File: config.mk
export PLATFORM = sky130hd
export DESIGN_NAME = still_frame_scanout_flat
export DESIGN_NICKNAME = d
export VERILOG_FILES = /design/src/rtl/vga_timing_pkg.sv /design/src/rtl/still_frame_scanout_if.sv /design/src/rtl/vga_timing_gen.sv /design/src/rtl/still_frame_scanout.sv /design/src/flat_wrapper.sv
export SDC_FILE = /design/constraint.sdc
export NUM_CORES = 1
export LEC_CHECK = 0
export BUFFER_PORTS_ARGS = -buffer_cell sky130_fd_sc_hd__buf_2
export CORE_UTILIZATION = 49
export DETAILED_ROUTE_END_ITERATION = 8
export PLACE_DENSITY_LB_ADDON = 0.12
export SLEW_MARGIN = 20
export SYNTH_ARGS = -nofsm -noshare
export SYNTH_HDL_FRONTEND = slang
export SYNTH_SLANG_ARGS = --single-unit
File: constraint.sdc
create_clock -name VGA_CLK -period 2.2 [get_ports VGA_CLK]
set_input_delay 0.22 -clock VGA_CLK [delete_from_list [all_inputs] [get_ports VGA_CLK]]
set_output_delay 0.22 -clock VGA_CLK [all_outputs]
set_load 0.05 [all_outputs]
File: src/rtl/vga_timing_pkg.sv
// rtl/vga_timing_pkg.sv - 640x480@60 timing constants, pixel/state types and test-bar colour helper
package vga_timing_pkg;

  localparam int H_ACTIVE    = 640;
  localparam int H_FP        = 16;
  localparam int H_SYNC      = 96;
  localparam int H_BP        = 48;
  localparam int H_TOTAL     = H_ACTIVE + H_FP + H_SYNC + H_BP;
  localparam int V_ACTIVE    = 480;
  localparam int V_FP        = 10;
  localparam int V_SYNC      = 2;
  localparam int V_BP        = 33;
  localparam int V_TOTAL     = V_ACTIVE + V_FP + V_SYNC + V_BP;
  localparam int SCALE_SHIFT = 2;
  localparam int PIX_W       = 24;

  typedef struct packed {
    logic [7:0] r;
    logic [7:0] g;
    logic [7:0] b;
  } rgb_t;

  typedef enum logic {S_BLANK = 1'b0, S_SHOW = 1'b1} scan_state_e;

  function automatic rgb_t bar_rgb(input logic [2:0] idx);
    rgb_t c;
    c.r = {8{idx[2]}};
    c.g = {8{idx[1]}};
    c.b = {8{idx[0]}};
    return c;
  endfunction

endpackage

File: src/rtl/still_frame_scanout_if.sv
// rtl/still_frame_scanout_if.sv - frame-buffer read port between scanout (master) and still store (slave)
interface still_frame_scanout_if #(
  parameter int PIX_W = 24
);
  logic             rd_en;
  logic [7:0]       rd_x;
  logic [7:0]       rd_y;
  logic [PIX_W-1:0] rd_data;

  modport master (output rd_en, output rd_x, output rd_y, input rd_data);
  modport slave  (input rd_en, input rd_x, input rd_y, output rd_data);
endinterface

File: src/rtl/vga_timing_gen.sv
// rtl/vga_timing_gen.sv - reusable h/v scan counters with active/sync/start-of-frame decode
module vga_timing_gen #(
  parameter int H_ACTIVE = vga_timing_pkg::H_ACTIVE,
  parameter int H_FP     = vga_timing_pkg::H_FP,
  parameter int H_SYNC   = vga_timing_pkg::H_SYNC,
  parameter int H_BP     = vga_timing_pkg::H_BP,
  parameter int V_ACTIVE = vga_timing_pkg::V_ACTIVE,
  parameter int V_FP     = vga_timing_pkg::V_FP,
  parameter int V_SYNC   = vga_timing_pkg::V_SYNC,
  parameter int V_BP     = vga_timing_pkg::V_BP,
  parameter int CNT_W    = 10
) (
  input  logic             VGA_CLK,
  input  logic             reset,
  output logic [CNT_W-1:0] h_cnt,
  output logic [CNT_W-1:0] v_cnt,
  output logic             active,
  output logic             hs_n,
  output logic             vs_n,
  output logic             sof
);

  localparam logic [CNT_W-1:0] H_ACT  = CNT_W'(H_ACTIVE);
  localparam logic [CNT_W-1:0] H_SS   = CNT_W'(H_ACTIVE + H_FP);
  localparam logic [CNT_W-1:0] H_SE   = CNT_W'(H_ACTIVE + H_FP + H_SYNC);
  localparam logic [CNT_W-1:0] H_LAST = CNT_W'(H_ACTIVE + H_FP + H_SYNC + H_BP - 1);
  localparam logic [CNT_W-1:0] V_ACT  = CNT_W'(V_ACTIVE);
  localparam logic [CNT_W-1:0] V_SS   = CNT_W'(V_ACTIVE + V_FP);
  localparam logic [CNT_W-1:0] V_SE   = CNT_W'(V_ACTIVE + V_FP + V_SYNC);
  localparam logic [CNT_W-1:0] V_LAST = CNT_W'(V_ACTIVE + V_FP + V_SYNC + V_BP - 1);

  always_ff @(posedge VGA_CLK) begin
    if (reset) begin
      h_cnt <= '0;
      v_cnt <= '0;
    end else if (h_cnt == H_LAST) begin
      h_cnt <= '0;
      v_cnt <= (v_cnt == V_LAST) ? '0 : v_cnt + 1'b1;
    end else begin
      h_cnt <= h_cnt + 1'b1;
    end
  end

  assign active = (h_cnt < H_ACT) && (v_cnt < V_ACT);
  assign hs_n   = !((h_cnt >= H_SS) && (h_cnt < H_SE));
  assign vs_n   = !((v_cnt >= V_SS) && (v_cnt < V_SE));
  assign sof    = (h_cnt == '0) && (v_cnt == '0);

endmodule

File: src/rtl/still_frame_scanout.sv
// rtl/still_frame_scanout.sv - upscaled still-frame VGA scanout; SCANOUT_TESTPATTERN_EN adds colour bars while blanked
module still_frame_scanout #(
  parameter int H_ACTIVE    = vga_timing_pkg::H_ACTIVE,
  parameter int H_FP        = vga_timing_pkg::H_FP,
  parameter int H_SYNC      = vga_timing_pkg::H_SYNC,
  parameter int H_BP        = vga_timing_pkg::H_BP,
  parameter int V_ACTIVE    = vga_timing_pkg::V_ACTIVE,
  parameter int V_FP        = vga_timing_pkg::V_FP,
  parameter int V_SYNC      = vga_timing_pkg::V_SYNC,
  parameter int V_BP        = vga_timing_pkg::V_BP,
  parameter int SCALE_SHIFT = vga_timing_pkg::SCALE_SHIFT,
  parameter int CNT_W       = 10
) (
  input  logic                  VGA_CLK,
  input  logic                  reset,
  input  logic                  show,
  still_frame_scanout_if.master fb,
  output logic                  oVGA_HS,
  output logic                  oVGA_VS,
  output logic                  oVGA_BLANK_N,
  output logic [7:0]            oVGA_R,
  output logic [7:0]            oVGA_G,
  output logic [7:0]            oVGA_B,
  output logic                  frame_start,
  output logic                  showing
);
  import vga_timing_pkg::*;

  logic [CNT_W-1:0] h_cnt;
  logic [CNT_W-1:0] v_cnt;
  logic             active;
  logic             hs_n;
  logic             vs_n;
  logic             sof;

  vga_timing_gen #(
    .H_ACTIVE(H_ACTIVE), .H_FP(H_FP), .H_SYNC(H_SYNC), .H_BP(H_BP),
    .V_ACTIVE(V_ACTIVE), .V_FP(V_FP), .V_SYNC(V_SYNC), .V_BP(V_BP),
    .CNT_W(CNT_W)
  ) u_timing (
    .VGA_CLK(VGA_CLK), .reset(reset),
    .h_cnt(h_cnt), .v_cnt(v_cnt),
    .active(active), .hs_n(hs_n), .vs_n(vs_n), .sof(sof)
  );

  scan_state_e state_q;
  scan_state_e state_eff;

  // The frame-start decision already governs pixel (0,0), so no frame is split between modes.
  assign state_eff = sof ? (show ? S_SHOW : S_BLANK) : state_q;

  always_ff @(posedge VGA_CLK) begin
    if (reset) begin
      state_q     <= S_BLANK;
      frame_start <= 1'b0;
    end else begin
      state_q     <= state_eff;
      frame_start <= sof;
    end
  end

  assign showing = (state_q == S_SHOW);

  logic act1, hs1, vs1, show1;
`ifdef SCANOUT_TESTPATTERN_EN
  logic [2:0] bar1;
`endif

  always_ff @(posedge VGA_CLK) begin
    if (reset) begin
      fb.rd_en <= 1'b0;
      fb.rd_x  <= '0;
      fb.rd_y  <= '0;
      act1     <= 1'b0;
      hs1      <= 1'b1;
      vs1      <= 1'b1;
      show1    <= 1'b0;
    end else begin
      fb.rd_en <= active && (state_eff == S_SHOW);
      if (active) begin
        fb.rd_x <= 8'(h_cnt >> SCALE_SHIFT);
        fb.rd_y <= 8'(v_cnt >> SCALE_SHIFT);
      end
      act1  <= active;
      hs1   <= hs_n;
      vs1   <= vs_n;
      show1 <= (state_eff == S_SHOW);
    end
  end

`ifdef SCANOUT_TESTPATTERN_EN
  always_ff @(posedge VGA_CLK) begin
    if (reset) bar1 <= '0;
    else       bar1 <= 3'(h_cnt / CNT_W'(H_ACTIVE / 8));
  end
`endif

  logic sel_mem;
  rgb_t pat_q;
  rgb_t pix;

  always_ff @(posedge VGA_CLK) begin
    if (reset) begin
      oVGA_HS      <= 1'b1;
      oVGA_VS      <= 1'b1;
      oVGA_BLANK_N <= 1'b0;
      sel_mem      <= 1'b0;
      pat_q        <= '0;
    end else begin
      oVGA_HS      <= hs1;
      oVGA_VS      <= vs1;
      oVGA_BLANK_N <= act1;
      sel_mem      <= act1 && show1;
`ifdef SCANOUT_TESTPATTERN_EN
      pat_q        <= (act1 && !show1) ? bar_rgb(bar1) : '0;
`else
      pat_q        <= '0;
`endif
    end
  end

  // The store's read register is the pixel register: its data lands in the BLANK_N cycle.
  assign pix    = sel_mem ? rgb_t'(fb.rd_data) : pat_q;
  assign oVGA_R = pix.r;
  assign oVGA_G = pix.g;
  assign oVGA_B = pix.b;

endmodule

File: src/flat_wrapper.sv
// flat-port wrapper written by rule: the top's interface ports become plain ports
module still_frame_scanout_flat import vga_timing_pkg::*;
#(
  parameter int H_ACTIVE    = vga_timing_pkg::H_ACTIVE,
  parameter int H_FP        = vga_timing_pkg::H_FP,
  parameter int H_SYNC      = vga_timing_pkg::H_SYNC,
  parameter int H_BP        = vga_timing_pkg::H_BP,
  parameter int V_ACTIVE    = vga_timing_pkg::V_ACTIVE,
  parameter int V_FP        = vga_timing_pkg::V_FP,
  parameter int V_SYNC      = vga_timing_pkg::V_SYNC,
  parameter int V_BP        = vga_timing_pkg::V_BP,
  parameter int SCALE_SHIFT = vga_timing_pkg::SCALE_SHIFT,
  parameter int CNT_W       = 10
)
  (VGA_CLK, reset, show, oVGA_HS, oVGA_VS, oVGA_BLANK_N, oVGA_R, oVGA_G, oVGA_B, frame_start, showing, fb_rd_en, fb_rd_x, fb_rd_y, fb_rd_data);
  still_frame_scanout_if #(.PIX_W(24)) fb_i ();
  input  logic VGA_CLK;
  input  logic reset;
  input  logic show;
  output logic oVGA_HS;
  output logic oVGA_VS;
  output logic oVGA_BLANK_N;
  output logic [7:0] oVGA_R;
  output logic [7:0] oVGA_G;
  output logic [7:0] oVGA_B;
  output logic frame_start;
  output logic showing;
  output wire logic [$bits(fb_i.rd_en)-1:0] fb_rd_en;
  output wire logic [$bits(fb_i.rd_x)-1:0] fb_rd_x;
  output wire logic [$bits(fb_i.rd_y)-1:0] fb_rd_y;
  input wire logic [$bits(fb_i.rd_data)-1:0] fb_rd_data;
  assign fb_rd_en = fb_i.rd_en;
  assign fb_rd_x = fb_i.rd_x;
  assign fb_rd_y = fb_i.rd_y;
  assign fb_i.rd_data = fb_rd_data;
  still_frame_scanout #(.H_ACTIVE(H_ACTIVE), .H_FP(H_FP), .H_SYNC(H_SYNC), .H_BP(H_BP), .V_ACTIVE(V_ACTIVE), .V_FP(V_FP), .V_SYNC(V_SYNC), .V_BP(V_BP), .SCALE_SHIFT(SCALE_SHIFT), .CNT_W(CNT_W)) u_core (.VGA_CLK(VGA_CLK), .reset(reset), .show(show), .fb(fb_i), .oVGA_HS(oVGA_HS), .oVGA_VS(oVGA_VS), .oVGA_BLANK_N(oVGA_BLANK_N), .oVGA_R(oVGA_R), .oVGA_G(oVGA_G), .oVGA_B(oVGA_B), .frame_start(frame_start), .showing(showing));
endmodule
==> results of run 1 <==
-- per-stage QoR --
| stage | power (W) | instance area, sq um | util (%) | hold slack (ns) |
|---|---|---|---|---|
| 2_1_floorplan | 0.000964 | 2090 | - | 0.299 |
| 3_3_place_gp | 0.00101 | 2460 | 60.7 | 0.393 |
| 5_1_grt | 0.00169 | 2580 | 63.5 | 0.315 |
| 6_report | 0.00162 | 2580 | 63.5 | 0.289 |
| 3_5_place_dp | 0.00101 | 2460 | 60.7 | 0.392 |
| 4_1_cts | 0.00164 | 2580 | 63.5 | 0.286 |
-- critical path: stages, from the launching register on --
cell and delay [ns]:
sky130_fd_sc_hd__dfxtp_1 0.41, sky130_fd_sc_hd__ha_1 0.25, sky130_fd_sc_hd__nand4_1 0.16, sky130_fd_sc_hd__buf_4 0.19, sky130_fd_sc_hd__or3_1 0.44, sky130_fd_sc_hd__or3_1 0.37
sky130_fd_sc_hd__a21oi_1 0.14
-- power breakdown --
group          leakage, nW  internal (W)  total [W]  switching, W
Sequential           0.373      0.000845   0.000857     0.0000117
Clock               0.0573      0.000363   0.000633      0.000270
Combinational        0.804     0.0000446   0.000135     0.0000907
Total                 1.23       0.00125    0.00162      0.000372
-- cell usage in the layout, fill, tap and decap left out, drive strengths merged, types with 2 or more instances in the layout --
cell type  instances
nor4               5
o221a              4
xor2               4
buf               76
or3                9
ha                 4
and4               2
or2                5
nor2b              2
mux2i             12
inv                8
o21ai              4
nor3b              2
or4                2
dfxtp             46
nand4              7
nor3               5
nand3              6
xnor2              8
nor2              29
clkbuf             6
nand2             10
o31ai              3
and2              26
a21oi              6
-- layout make-up --
type	instances	area (sq um)	area share, %
Clock buffer	6	82.6	3.20
Tap cell	50	62.6	2.43
Timing Repair Buffer	76	390	15.1
Clock inverter	1	30.0	1.17
Inverter	8	30.0	1.17
Multi-Input combinational cell	162	1060	41.2
Sequential cell	46	921	35.7
-- sequential cells by signal (all words and copies together) (netlist names) --
signal / flops
u_core.act1: 1
u_core.fb.rd_en: 1
u_core.fb.rd_x: 8
u_core.fb.rd_y: 8
u_core.frame_start: 1
u_core.hs1: 1
u_core.oVGA_BLANK_N: 1
u_core.oVGA_HS: 1
u_core.oVGA_VS: 1
u_core.sel_mem: 1
u_core.show1: 1
u_core.u_timing.h_cnt: 10
u_core.u_timing.v_cnt: 10
u_core.vs1: 1
-- final timing paths --
kind / endpoint / slack, ns / depth (start not counted)
worst min-delay path: u_core.show1 / 0.29 / 4
worst max-delay path: u_core.u_timing.v_cnt[6] / 0.17 / 6
worst max register to register: u_core.u_timing.v_cnt[6] / 0.17 / 6
worst min register to register: u_core.oVGA_VS / 0.41 / 1
-- metal layers --
metal / GRT usage [%] / up-vias / share of wire [%]
met5: 0 / - / 0
met4: 7.18 / 0 / 1.5
met3: 6.42 / 6 / 6.9
met2: 35.6 / 66 / 47
met1: 25.8 / 821 / 44
li1: - / 924 / -
-- cells by family (layout without fill, tap and decap cells) --
| group | Yosys count | count (layout) |
|---|---|---|
| simple gates | 113 | 113 |
| flops | 46 | 46 |
| buf+inv | 24 | 91 |
| compound gates | 21 | 21 |
| xor+xnor | 12 | 12 |
| mux | 12 | 12 |
| fa+ha+maj | 4 | 4 |
==> run summary, run 1 <==
Routability cong. -> 0.813
Synthesized instance count -> 232
Setup slack after placement -> 0.214 ns
DR pass1 iterations -> 4
Power per unit of standard cell area -> 630 nW/um^2
Final worst-path cycle share -> 92.5%
Violation count after the first detailed-route iteration -> 88
Ranking of synthesized cells by area -> sky130_fd_sc_hd__dfxtp_1 44%, sky130_fd_sc_hd__and2_1 7.8%, sky130_fd_sc_hd__mux2i_1 5.7%
Vias in the first global route -> 1517
Initial core utilization -> 51.6%
Maximum number of pins on one net before global-route repair -> 25
Pleak -> 1.23 nW
Post-synthesis share of cell area spent on xor and xnor gates -> 5.02%
Startpoint of the worst register-to-register path -> u_core.u_timing.h_cnt[0]
Count of flip-flops with a built-in enable after synthesis -> 0
Wire length of the first global-routing pass -> 7020 microns
Number of failing hold endpoints at the final stage -> 0
Worst Setup Path Type -> reg2reg
Post-synthesis compound-gate area fraction -> 7.48%
Unrepaired setup endpoints after global routing -> false
Number of distinct standard cells referenced by the synthesized netlist -> 37
Post-route insts no fill -> 349
TritonCTS clock tree -> built
Clock slew seen by the registers of the worst setup and hold paths -> 0.08 ns
Simple-gate share of the synthesized area -> 29.8%
VDD IR max -> 0.000391 V
Area share of the largest cell type after synthesis -> 44.0%
Clock insertion delay at the later pin of the skew report -> 0.30 ns
Commonest cells post-synth -> 46 x sky130_fd_sc_hd__dfxtp_1, 29 x sky130_fd_sc_hd__nor2_1, 26 x sky130_fd_sc_hd__and2_1
Kind of start point of the critical path -> flip-flop
Total DRC errors in the routed layout -> 0
Resized cells post-CTS -> 0
Rows -> 23
Main combinational cell family by area after synthesis -> simple AND/OR/NAND/NOR gates
Status -> finished clean
Detailed-route wire length -> 4460 microns
Post-synthesis net count -> 263
Register bit count reported by yosys -> 46
Die W -> 67.3 microns
Part of the Yosys area used for sequential elements -> 44.0%
Count of warnings emitted by yosys -> 0
Port-buffer cells -> 72
Half-perimeter wire length of the detailed placement result -> 3260 microns
Max-cap violation count -> 0
CTS root buffer -> sky130_fd_sc_hd__clkbuf_8
Biggest fanout along the worst timing path -> 6
Net total in the final layout -> 330
Cts hold-fix bufs -> 0
Achievable frequency -> 491 MHz
Most frequent cell after synthesis -> sky130_fd_sc_hd__dfxtp_1
Cell taking the most area after synthesis -> sky130_fd_sc_hd__dfxtp_1
Full die area -> 4530 sq um
Vias per cell -> 5.21
Total of endpoints with negative setup slack in the final report -> 0
Critical Path AT -> 2.27 ns
Clk_skew -> 0.00336 ns
IO Count -> 73
Antenna Diode Count -> 0
Req. time, crit path -> 2.44 ns
Clock sink total -> 46
Overflow after GRT -> 0
Gr usage total -> 21.3%
Most frequently used flop master after synthesis -> sky130_fd_sc_hd__dfxtp_1
Share of cells above drive strength 1 -> 32.8%
Max-slew headroom at the worst pin -> 67.2%
Post CTS Setup Buffer Count -> 0
Detail Route Antenna Nets -> 0
Critical path endpoint category -> flip-flop
Slew of the pin with the lowest slew margin -> 0.492 ns
Clock buffer depth -> 2
Fin Setup TNS -> 0 ns
TritonCTS buffer count -> 5
Wirelength per Cell -> 12.8 microns
Initial antenna violation count -> 0
Area share of fa/ha/maj cells after synthesis -> 2.39%
Share of flip-flops with an asynchronous set or reset -> 0%
Via count -> 1817
Share of cell area taken by muxes after synthesis -> 5.74%
Final Max Tran Viols -> 0
Cell area after synthesis -> 2090 sq um
Launch point of the critical path -> u_core.u_timing.h_cnt[0]
Synth-to-Final Area Change -> 23.2%
Startpoint of the most critical hold path -> show
Core Area -> 4060 sq um
H-Tree Depth -> 2
Y dimension of the die -> 67.3 microns
Fin crit period -> 2.03 ns
Total of fill cells in the finished design -> 347
Average cell area after synthesis -> 9.02 sq um
Fin worst setup slack -> 0.165 ns
Hold crit path type -> in2reg
# placed instances -> 342
Note: power is estimated with default switching activity, not from simulation.
==> run 2, diff against run 1 <==
--- a/config.mk
+++ b/config.mk
@@ -5,8 +5,9 @@
 export SDC_FILE = /design/constraint.sdc
 export NUM_CORES = 1
 export LEC_CHECK = 0
+export ABC_AREA = 1
 export BUFFER_PORTS_ARGS = -buffer_cell sky130_fd_sc_hd__buf_2
-export CORE_UTILIZATION = 49
+export CORE_UTILIZATION = 50
 export DETAILED_ROUTE_END_ITERATION = 8
 export PLACE_DENSITY_LB_ADDON = 0.12
 export SLEW_MARGIN = 20
==> run summary, run 2 <==
Power per unit of standard cell area -> 613 nW/um^2
Max-cap violation count -> 0
Via count -> 2147
Y dimension of the die -> 68.4 microns
Gr usage total -> 22.6%
Vias per cell -> 4.72
Wire length of the first global-routing pass -> 7840 microns
Clock sink total -> 46
Core Area -> 4120 sq um
Detailed-route wire length -> 4980 microns
H-Tree Depth -> 2
Antenna Diode Count -> 0
Part of the Yosys area used for sequential elements -> 41.7%
CTS root buffer -> sky130_fd_sc_hd__clkbuf_8
Total of endpoints with negative setup slack in the final report -> 0
Half-perimeter wire length of the detailed placement result -> 3780 microns
Overflow after GRT -> 0
Violation count after the first detailed-route iteration -> 116
Cts hold-fix bufs -> 0
Total of fill cells in the finished design -> 389
Slowest library cell on the worst path -> sky130_fd_sc_hd__dfxtp_1
Sequential cell area in the final layout -> 921 sq um
Critical path endpoint category -> output port
Top Family by Delay on Critical Path -> flip-flops
Resized cells post-CTS -> 0
Hold crit path type -> in2reg
Req. time, crit path -> 1.98 ns
TritonCTS buffer count -> 5
Cell area after synthesis -> 2210 sq um
Area of combinational cells with multiple inputs -> 1020 sq um
VDD IR max -> 0.000380 V
Final Max Tran Viols -> 0
Wirelength per Cell -> 10.9 microns
Setup slack after placement -> 0.573 ns
Post CTS Setup Buffer Count -> 0
Fin worst setup slack -> 0.443 ns
Final cell utilization of the core -> 65.5%
Clock slew seen by the registers of the worst setup and hold paths -> 0.08 ns
Status -> finished clean
Cell area after placement -> 2580 sq um
Detail Route Antenna Nets -> 0
Share of flip-flops with an asynchronous set or reset -> 0%
Most frequent cell after synthesis -> sky130_fd_sc_hd__nand2_1
Total DRC errors in the routed layout -> 0
Worst path cell trace -> nand2_1 -> inv_1 -> buf_2
Count of flip-flops with a built-in enable after synthesis -> 0
Die W -> 68.4 microns
Full die area -> 4680 sq um
DR pass1 iterations -> 4
Rows -> 23
Pleak -> 1.50 nW
Initial core utilization -> 53.6%
Buf/Inv on CP -> 2
Synthesized instance count -> 332
Cell taking the most area after synthesis -> sky130_fd_sc_hd__dfxtp_1
Commonest cells post-synth -> 80 x sky130_fd_sc_hd__nand2_1, 66 x sky130_fd_sc_hd__nor2_1, 55 x sky130_fd_sc_hd__inv_1
Worst Setup Path Type -> reg2out
Most frequent cells in the layout -> 80 x sky130_fd_sc_hd__nand2_1, 72 x sky130_fd_sc_hd__buf_2, 66 x sky130_fd_sc_hd__nor2_1
Kind of start point of the critical path -> flip-flop
Number of failing hold endpoints at the final stage -> 0
Fin Setup TNS -> 0 ns
Unrepaired setup endpoints after global routing -> false
Count of warnings emitted by yosys -> 0
Area share of the largest cell type after synthesis -> 41.7%
IO Count -> 73
Biggest fanout along the worst timing path -> 24
Slew of the pin with the lowest slew margin -> 0.705 ns
Synth-to-Final Area Change -> 22.1%
Average cell area after synthesis -> 6.65 sq um
Critical Path AT -> 1.54 ns
Vias in the first global route -> 1790
Top flop regs -> u_core.u_timing.h_cnt: 10 flops, u_core.u_timing.v_cnt: 10 flops
TritonCTS clock tree -> built
Clock buffer depth -> 2
Largest stage delay on the critical path -> 0.78 ns
Fin crit period -> 1.76 ns
Initial antenna violation count -> 0
Most frequently used flop master after synthesis -> sky130_fd_sc_hd__dfxtp_1
Routability cong. -> 0.877
Port-buffer cells -> 72
Clk_skew -> 0.00714 ns
Final worst-path cycle share -> 79.9%
Max-slew headroom at the worst pin -> 52.9%
Net total in the final layout -> 435
Number of distinct standard cells referenced by the synthesized netlist -> 26
Share of cells above drive strength 1 -> 23.5%
Ranking of synthesized cells by area -> sky130_fd_sc_hd__dfxtp_1 42%, sky130_fd_sc_hd__nand2_1 14%, sky130_fd_sc_hd__nor2_1 11%
Post-synthesis net count -> 363
Most common library cell in the layout ignoring fill and taps -> sky130_fd_sc_hd__nand2_1
Post-route design area -> 2690 sq um
Register bit count reported by yosys -> 46
Clock insertion delay at the later pin of the skew report -> 0.30 ns
Achievable frequency -> 569 MHz
Maximum number of pins on one net before global-route repair -> 25
==> run 2: cell count changes after synthesis, sizes merged, moves of 3 or more <==
cell,change
nand2,+73
inv,+48
nor2,+43
and2,-26
nand3,+13
o21ai,+13
mux2i,-12
clkbuf,-9
or3,-9
xnor2,-8
nor4,-4
o221a,-4
o31ai,-3
==> run 2: kinds of logic (layout without fill, tap and decap cells) <==
kind of cell             Yosys count  after routing  share of synthesized area, %
AND/OR/NAND/NOR                  193            193                          37.7
buffers and inverters             64            137                          12.0
flip-flops                        46             46                          41.7
AO/OA/AOI/OAI                     22             22                          5.16
adder cells (fa/ha/maj)            4              4                          2.27
XOR/XNOR                           3              3                          1.19
==> run 2: routing by layer <==
metal / global-route usage, % / up-vias / part of all wire [%]
met5: 0 / - / 0
met4: 7.55 / 0 / 1.0
met3: 5.50 / 5 / 6.2
met2: 38.5 / 65 / 48
met1: 27.4 / 925 / 44
li1: - / 1152 / -
==> run 2: worst paths after layout <==
| path | start | endpoint | cells past startpoint | slack, ns |
|---|---|---|---|---|
| worst min register to register | u_core.hs1 | u_core.oVGA_HS | 1 | 0.41 |
| worst max register to register | u_core.u_timing.h_cnt[8] | u_core.fb.rd_y[0] | 7 | 0.56 |
| worst min-delay path | reset | u_core.show1 | 2 | 0.26 |
| worst max-delay path | u_core.sel_mem | oVGA_G[5] | 3 | 0.44 |
==> run 2: through the flow <==
step	total power, W	instances	hold slack (ns)
2_1_floorplan	0.000997	332	0.327
3_3_place_gp	0.00105	447	0.391
3_5_place_dp	0.00105	447	0.396
4_1_cts	0.00166	455	0.257
5_1_grt	0.00172	455	0.264
6_report	0.00165	455	0.262
==> run 2: final cells by class <==
type,count,area share [%]
clock inverters,2,1.39
flip-flops and latches,46,34.2
repair buffers,73,13.7
well taps,50,2.32
multi-input cells,222,37.9
inverters,56,7.80
clock buffers,6,2.69
==> run 2: report_power, final <==
| group | total, W | leakage [nW] | switching (W) | internal, W |
|---|---|---|---|---|
| Combinational | 0.000172 | 1.08 | 0.000120 | 0.0000519 |
| Clock | 0.000619 | 0.0514 | 0.000280 | 0.000339 |
| Sequential | 0.000860 | 0.373 | 0.0000134 | 0.000846 |
| Total | 0.00165 | 1.50 | 0.000414 | 0.00124 |
